### src/rtl/tybec_stream_pkg.sv
// Shared definitions for the TyBEC stream width adapters (serializer and deserializer).
package tybec_stream_pkg;

    // Two-state holding FSM; plain constants keep the encoding visible to older tools.
    typedef logic [0:0] state_t;
    localparam state_t EMPTY = 1'b0;
    localparam state_t FULL  = 1'b1;

    // Number of narrow lanes carried by one wide word.
    function automatic int unsigned num_lanes(input int unsigned data_w, input int unsigned elem_w);
        return data_w / elem_w;
    endfunction

    // Width of a lane index; never narrower than one bit so ports stay legal.
    function automatic int unsigned lane_width(input int unsigned data_w, input int unsigned elem_w);
        int unsigned n;
        n = data_w / elem_w;
        return (n > 1) ? $clog2(n) : 1;
    endfunction

endpackage

### src/rtl/tybec_stream_serializer_if.sv
// Generic valid/ready stream bundle used on both sides of the width adapters.
interface tybec_stream_serializer_if #(
    parameter int unsigned DataW = 32
);
    logic             tvalid;
    logic             tready;
    logic [DataW-1:0] tdata;
    logic             tlast;

    modport master (output tvalid, output tdata, output tlast, input tready);
    modport slave  (input tvalid, input tdata, input tlast, output tready);
endinterface

### src/rtl/tybec_stream_serializer.sv
// Wide-to-narrow stream adapter: holds one memory word and emits its lanes, lane 0 first.
module tybec_stream_serializer
    import tybec_stream_pkg::*;
#(
    parameter int unsigned C_DATA_WIDTH = 512,
    parameter int unsigned C_ELEM_WIDTH = 32,
    localparam int unsigned LP_NUM_LANES = num_lanes(C_DATA_WIDTH, C_ELEM_WIDTH),
    localparam int unsigned LP_LANE_W    = lane_width(C_DATA_WIDTH, C_ELEM_WIDTH)
) (
    input  logic                     aclk,
    input  logic                     areset,
    tybec_stream_serializer_if.slave  s,
    tybec_stream_serializer_if.master m,
    output logic [LP_LANE_W-1:0]     m_tlane,
    output logic [31:0]              stat_elem_cnt
);

    localparam logic [LP_LANE_W-1:0] LaneLast = LP_LANE_W'(LP_NUM_LANES - 1);

    state_t                                    state_q, state_d;
    logic [LP_NUM_LANES-1:0][C_ELEM_WIDTH-1:0] word_q, word_d;
    logic [LP_LANE_W-1:0]                      lane_q, lane_d;
    logic                                      last_q, last_d;
    logic [31:0]                               cnt_q, cnt_d;

    logic lane_at_last;
    logic s_ready;
    logic s_hs;
    logic m_hs;

    // Handshake decode; the reload path lets a new word in while the last lane drains.
    always_comb begin
        lane_at_last = (lane_q == LaneLast);
        s_ready      = (state_q == EMPTY) || (lane_at_last && m.tready);
        s_hs         = s.tvalid && s_ready;
        m_hs         = (state_q == FULL) && m.tready;
    end

    // Next-state: capture, advance lane, reload back-to-back, or fall empty.
    always_comb begin
        state_d = state_q;
        word_d  = word_q;
        lane_d  = lane_q;
        last_d  = last_q;
        cnt_d   = cnt_q + 32'(m_hs);
        case (state_q)
            EMPTY: begin
                if (s_hs) begin
                    word_d  = s.tdata;
                    lane_d  = '0;
                    last_d  = s.tlast;
                    state_d = FULL;
                end
            end
            FULL: begin
                if (m_hs) begin
                    if (!lane_at_last) begin
                        lane_d = lane_q + LP_LANE_W'(1);
                    end else if (s_hs) begin
                        word_d = s.tdata;
                        lane_d = '0;
                        last_d = s.tlast;
                    end else begin
                        state_d = EMPTY;
                    end
                end
            end
            default: state_d = EMPTY;
        endcase
    end

    // State registers; reset discards any held word so nothing partial leaks out.
    always_ff @(posedge aclk) begin
        if (areset) begin
            state_q <= EMPTY;
            word_q  <= '0;
            lane_q  <= '0;
            last_q  <= 1'b0;
            cnt_q   <= '0;
        end else begin
            state_q <= state_d;
            word_q  <= word_d;
            lane_q  <= lane_d;
            last_q  <= last_d;
            cnt_q   <= cnt_d;
        end
    end

    assign s.tready      = s_ready;
    assign m.tvalid      = (state_q == FULL);
    assign m.tdata       = word_q[lane_q];
    assign m.tlast       = last_q && lane_at_last;
    assign m_tlane       = lane_q;
    assign stat_elem_cnt = cnt_q;

endmodule

### src/flat_wrapper.sv
// flat-port wrapper written by rule: the top's interface ports become plain ports
module tybec_stream_serializer_flat import tybec_stream_pkg::*;
#(
    parameter int unsigned C_DATA_WIDTH = 512,
    parameter int unsigned C_ELEM_WIDTH = 32,
    localparam int unsigned LP_NUM_LANES = num_lanes(C_DATA_WIDTH, C_ELEM_WIDTH),
    localparam int unsigned LP_LANE_W    = lane_width(C_DATA_WIDTH, C_ELEM_WIDTH)
)
  (aclk, areset, m_tlane, stat_elem_cnt, s_tvalid, s_tdata, s_tlast, s_tready, m_tvalid, m_tdata, m_tlast, m_tready);
  tybec_stream_serializer_if #(.DataW((512))) s_i ();
  tybec_stream_serializer_if #(.DataW((32))) m_i ();
  input  logic aclk;
  input  logic areset;
  output logic [LP_LANE_W-1:0] m_tlane;
  output logic [31:0] stat_elem_cnt;
  input wire logic [$bits(s_i.tvalid)-1:0] s_tvalid;
  input wire logic [$bits(s_i.tdata)-1:0] s_tdata;
  input wire logic [$bits(s_i.tlast)-1:0] s_tlast;
  output wire logic [$bits(s_i.tready)-1:0] s_tready;
  output wire logic [$bits(m_i.tvalid)-1:0] m_tvalid;
  output wire logic [$bits(m_i.tdata)-1:0] m_tdata;
  output wire logic [$bits(m_i.tlast)-1:0] m_tlast;
  input wire logic [$bits(m_i.tready)-1:0] m_tready;
  assign s_i.tvalid = s_tvalid;
  assign s_i.tdata = s_tdata;
  assign s_i.tlast = s_tlast;
  assign s_tready = s_i.tready;
  assign m_tvalid = m_i.tvalid;
  assign m_tdata = m_i.tdata;
  assign m_tlast = m_i.tlast;
  assign m_i.tready = m_tready;
  tybec_stream_serializer #(.C_DATA_WIDTH(C_DATA_WIDTH), .C_ELEM_WIDTH(C_ELEM_WIDTH)) u_core (.aclk(aclk), .areset(areset), .s(s_i), .m(m_i), .m_tlane(m_tlane), .stat_elem_cnt(stat_elem_cnt));
endmodule
### config.mk
export PLATFORM = sky130hd
export DESIGN_NAME = tybec_stream_serializer_flat
export DESIGN_NICKNAME = d
export VERILOG_FILES = /design/src/rtl/tybec_stream_pkg.sv /design/src/rtl/tybec_stream_serializer_if.sv /design/src/rtl/tybec_stream_serializer.sv /design/src/flat_wrapper.sv
export SDC_FILE = /design/constraint.sdc
export NUM_CORES = 1
export LEC_CHECK = 0
export ABC_AREA = 1
export BUFFER_PORTS_ARGS = -buffer_cell sky130_fd_sc_hd__buf_2
export CAP_MARGIN = 20
export CORE_UTILIZATION = 45
export CTS_BUF_LIST = sky130_fd_sc_hd__clkbuf_4 sky130_fd_sc_hd__clkbuf_8
export CTS_CLUSTER_SIZE = 40
export DETAILED_ROUTE_END_ITERATION = 16
export HOLD_SLACK_MARGIN = 0.15
export PLACE_DENSITY = 0.73
export SYNTH_ARGS = -nofsm -noshare
export SYNTH_HDL_FRONTEND = slang
export SYNTH_SLANG_ARGS = --single-unit
### constraint.sdc
create_clock -name aclk -period 2 [get_ports aclk]
set_input_delay 0 -clock aclk [delete_from_list [all_inputs] [get_ports aclk]]
set_output_delay 0 -clock aclk [all_outputs]
set_load 0.01 [all_outputs]
==> impl_metrics.py, run 1 <==
metrics = {
    "outcome": {
        "status": "stopped before the end",
        "failing_step": "clock tree synthesis",
        "error": "[ERROR RSZ-0060] Max buffer count reached.",
    },
    "placement": {
        "pre_cts_slack_ps": 77.0,
        "io_buffers": 587,
        "dp_hpwl_mm": 65.8,
        "dpl_cell_area_mm2": 0.0277,
        "gp_congestion": 0.926,
    },
    "floorplan": {
        "start_util_pct": 45.7,
        "io_pins": 588,
        "die-width_um": 234,
        "rows": 84,
        "dieHeight_um": 234,
    },
    "cts": {
        "cts_hold_buf": 926,
        "clock_sinks": 550,
        "numCtsBuffers": 92,
        "clk_path_buf_depth": 3,
        "cts.root.buffer_cell": "clkbuf_8",
        "cts_resized": 116,
        "postCtsSetupBuffers": 2,
        "htreeDepth": 3,
    },
    "yosys": {
        "seq_area_frac_synth_pct": 45.6,
        "postSynthCellCount": 3373,
        "syn_avg_cell_area_um2": 7.15,
        "ys_types": 26,
        "syn_area_mm2": 0.0241,
        "ys_warn_count": 0,
        "synthesis.nets": 3893,
        "synth_seq_cells": 550,
    },
}
==> per-stage QoR <==
step	hold slack, ps	utilization, %	instances
detailed placement	255	52.4	4460
global placement	252	52.4	4460
floorplan	130	-	3373
==> logic make-up after synthesis <==
logic type	Yosys count	share of synthesized area (%)
compound gates	1222	26.4
simple gates	1021	17.2
buf+inv	570	10.3
flops	550	45.6
xor+xnor	7	0.254
fa+ha+maj	3	0.156
==> synth_stat cells, drive strengths merged <==
master,instances,area share (%)
a21oi,695,14
nand4,3,0.078
o211ai,96,3.0
nor3,1,0.021
buf,160,4.0
nand3b,11,0.34
a211oi,1,0.031
ha,3,0.16
xor2,2,0.073
o21ai,428,8.9
nand3,202,4.3
nor2,62,0.96
xnor2,5,0.18
nand2,742,12
dfxtp,550,46
inv,290,4.5
o21a,2,0.062
clkbuf,120,1.9
==> inputs of run 2 (changes only) <==
CORE_UTILIZATION = 30   (was 45)
CTS_BUF_LIST = unset   (was sky130_fd_sc_hd__clkbuf_4 sky130_fd_sc_hd__clkbuf_8)
CTS_CLUSTER_SIZE = unset   (was 40)
HOLD_SLACK_MARGIN = unset   (was 0.15)
PLACE_DENSITY = unset   (was 0.73)
PLACE_DENSITY_LB_ADDON = 0.15   (was unset)
==> impl_metrics.py, run 2 <==
metrics = {
    "outcome": {
        "status": "finished, violations left",
        "violations": "negative setup slack",
    },
    "route": {
        "wire_per_inst_um": 23.1,
        "drt_first_pass_iters": 5,
        "drt_wl_total_mm": 131,
        "antenna_left": 0,
        "vias": 28900,
        "drt_iter0_markers": 2021,
        "via_per_inst": 5.10,
        "drc": 0,
    },
    "cts": {
        "cts_tree": "built",
        "clk_path_buf_depth": 3,
        "cts.root.buffer_cell": "clkbuf_16",
        "htreeDepth": 3,
        "clkLatencyLatePin_ps": 610,
        "clock_sinks": 550,
        "clk_pin_slew_ps": 60,
        "numCtsBuffers": 67,
    },
    "placement": {
        "dp_hpwl_mm": 78.3,
        "io_buffers": 587,
        "pre_cts_slack_ps": -87.1,
        "dpl_cell_area_mm2": 0.0284,
        "gp_congestion": 0.853,
    },
    "timing": {
        "timing.fmax_mhz": 429,
        "max_slew_margin_pct": 39.3,
        "setup_ws_ps": -331,
        "hold-worst-slack_ps": 172,
        "skew_ps": 22.0,
        "min_period_over_period_pct": 117,
        "rsz0062_at_grt": "true",
        "hold_viol": 0,
        "fin_crit_ps": 2330,
        "tightest_slew_ps": 910,
        "setup_viol": 540,
        "drv_slew": 0,
    },
    "final_layout": {
        "drive_above_1_share_pct": 31.4,
        "mostFrequentLayoutCell": "nand2_1",
        "fin_area_mm2": 0.0423,
        "fin_nets": 5075,
        "final_cell_mix": "620 x nand2_1, 591 x a21oi_1, 561 x buf_2",
        "area_delta_synth_final_pct": 75.2,
        "largest_register_ff_count": 512,
        "regMostFlops": "u_core.word_q",
    },
    "setup_path": {
        "path_cells": "buf_12, buf_12, buf_16, o211ai_1, nand3_1, nand3_4, nand2_2, buf_6",
        "crit_arrival_ps": 2330,
        "critPathCaptureType": "output pin",
        "cp.depth": 8,
        "endpoint": "m_tdata[4]",
        "crit_type": "register to output pin",
        "critPathLaunchType": "register",
        "r2r-end": "u_core.word_q[103]",
        "slowest_stage": "dfxtp_4",
        "r2r-start": "u_core.m_tlane[0]",
        "crit_start": "u_core.m_tlane[0]",
        "ff2ff_setup_slack_ps": -210,
        "crit_buf_inv": 4,
        "cp_slowest_stage_delay_ps": 400,
        "worst_path_most_repeated_cell": "buf_12",
        "crit_fanout": 8,
        "r2r_cells": 12,
        "cp_top_family": "buffers and inverters",
        "critPathRequiredTime_ps": 2000,
    },
    "power": {
        "leakage_nw": 16.9,
        "power.density_mw_per_mm2": 744,
        "ir_drop_uv": 557,
    },
    "yosys": {
        "postSynthCellCount": 3373,
        "synth_ff_type": "dfxtp_1",
        "synth_seq_cells": 550,
        "async_flop_share_pct": 0,
        "syn_avg_cell_area_um2": 7.15,
        "synth_edf_count": 0,
        "seq_area_frac_synth_pct": 45.6,
        "yosysTopAreaCell": "dfxtp_1",
        "synth_top_area_share_pct": 45.6,
        "ys_types": 26,
        "synth_common_cells": "741 x nand2_1, 695 x a21oi_1, 550 x dfxtp_1, 392 x o21ai_0, 287 x inv_1",
        "syn_area_mm2": 0.0241,
        "synthesis.nets": 3893,
        "ys_warn_count": 0,
        "yosysMostFrequentCell": "nand2_1",
        "synth_area_leaders": "dfxtp_1 46%, a21oi_1 14%, nand2_1 12%",
    },
    "floorplan": {
        "io_pins": 588,
        "dieHeight_um": 286,
        "start_util_pct": 30.4,
        "core_mm2": 0.0793,
        "rows": 103,
        "die-width_um": 286,
        "die-area_mm2": 0.0815,
    },
    "hold_path": {
        "hold_path_class": "input pin to register",
        "hold_start": "s_tdata[430]",
    },
    "global_route": {
        "grtUsageTotal_pct": 27.6,
        "grt-ovfl-total": 0,
        "grt_pass1_wl_mm": 169,
        "grt_antenna_before_repair": 14,
        "grt_max_degree": 115,
        "grt_pass1_vias": 26900,
    },
    "run": {
        "cap_violations": 0,
    },
}
run 2: cell counts after synthesis:
No cell type changed its count.
run 2: worst min-delay path by stage:
stage                               to  slack (ps)  depth (start not counted)
floorplan              u_core.m.tvalid         130                          2
global placement    u_core.word_q[453]         250                          3
global route        u_core.word_q[398]         170                          4
finish              u_core.word_q[430]         170                          4
detailed placement  u_core.word_q[401]         250                          3
CTS                 u_core.word_q[401]         140                          4
run 2: worst reg2reg max path, delay by kind of cell, from the launching register on:
| kind | cells | cell delay [ps] |
|---|---|---|
| and+or+nand+nor | 3 | 280 |
| DFF | 1 | 440 |
| AOI/OAI and AO/OA | 2 | 270 |
| adders and majority gates | 1 | 150 |
| buffers and inverters | 6 | 950 |
run 2: through the flow:
stage	power (W)	setup TNS [ps]	cells	utilization [%]
6_report	0.0315	-61810	5672	53.3
5_1_grt	0.0325	-104810	5663	53.3
4_1_cts	0.0299	-67120	5519	47.7
3_5_place_dp	0.0160	-105	4842	35.8
3_3_place_gp	0.0160	-90.2	4842	35.8
2_1_floorplan	0.0143	0	3373	-
run 2: report_power, final:
part | internal [W] | switching, W | total, W
Clock | 0.00753 | 0.00515 | 0.0127
Sequential | 0.0117 | 0.000303 | 0.0120
Combinational | 0.00329 | 0.00352 | 0.00680
Total | 0.0225 | 0.00897 | 0.0315
run 2: layout make-up:
type	instances	area [um2]
clock buffers	98	2020
fillers	7408	37000
flip-flops and latches	550	11000
repair inverters	2	41.3
well taps	1050	1310
inverters	290	1130
clock inverters	20	241
diodes	18	45.0
repair buffers	1391	13500
multi-input cells	2253	13000
run 2: cell families after synthesis:
family                     synth area share [%]
and+or+nand+nor                            17.2
xor gates and xnor gates                  0.254
AOI/OAI and AO/OA                          26.4
DFF                                        45.6
buffers and inverters                      10.3
adders and majority gates                 0.156
run 2: timing repair:
| item | CTS | global route |
|---|---|---|
| setup buffers | 21 | 45 |
| hold endpoints to repair | 536 | 0 |
| hold buffers | 516 | 0 |
| endpoints found under the setup margin | 34 | 563 |
| resized for setup | 321 | 633 |
| pin swaps | 80 | 114 |
| gates cloned | 22 | 92 |
run 2: layer usage:
layer	vias to the layer above	share of wire, %	GRT usage, %
met5	-	0.034	0
met4	8	4.6	12.6
met1	13700	42	34.9
li1	13700	-	-
met3	263	6.2	4.51
met2	1218	47	46.0
Power figures use the tool's default switching activity.
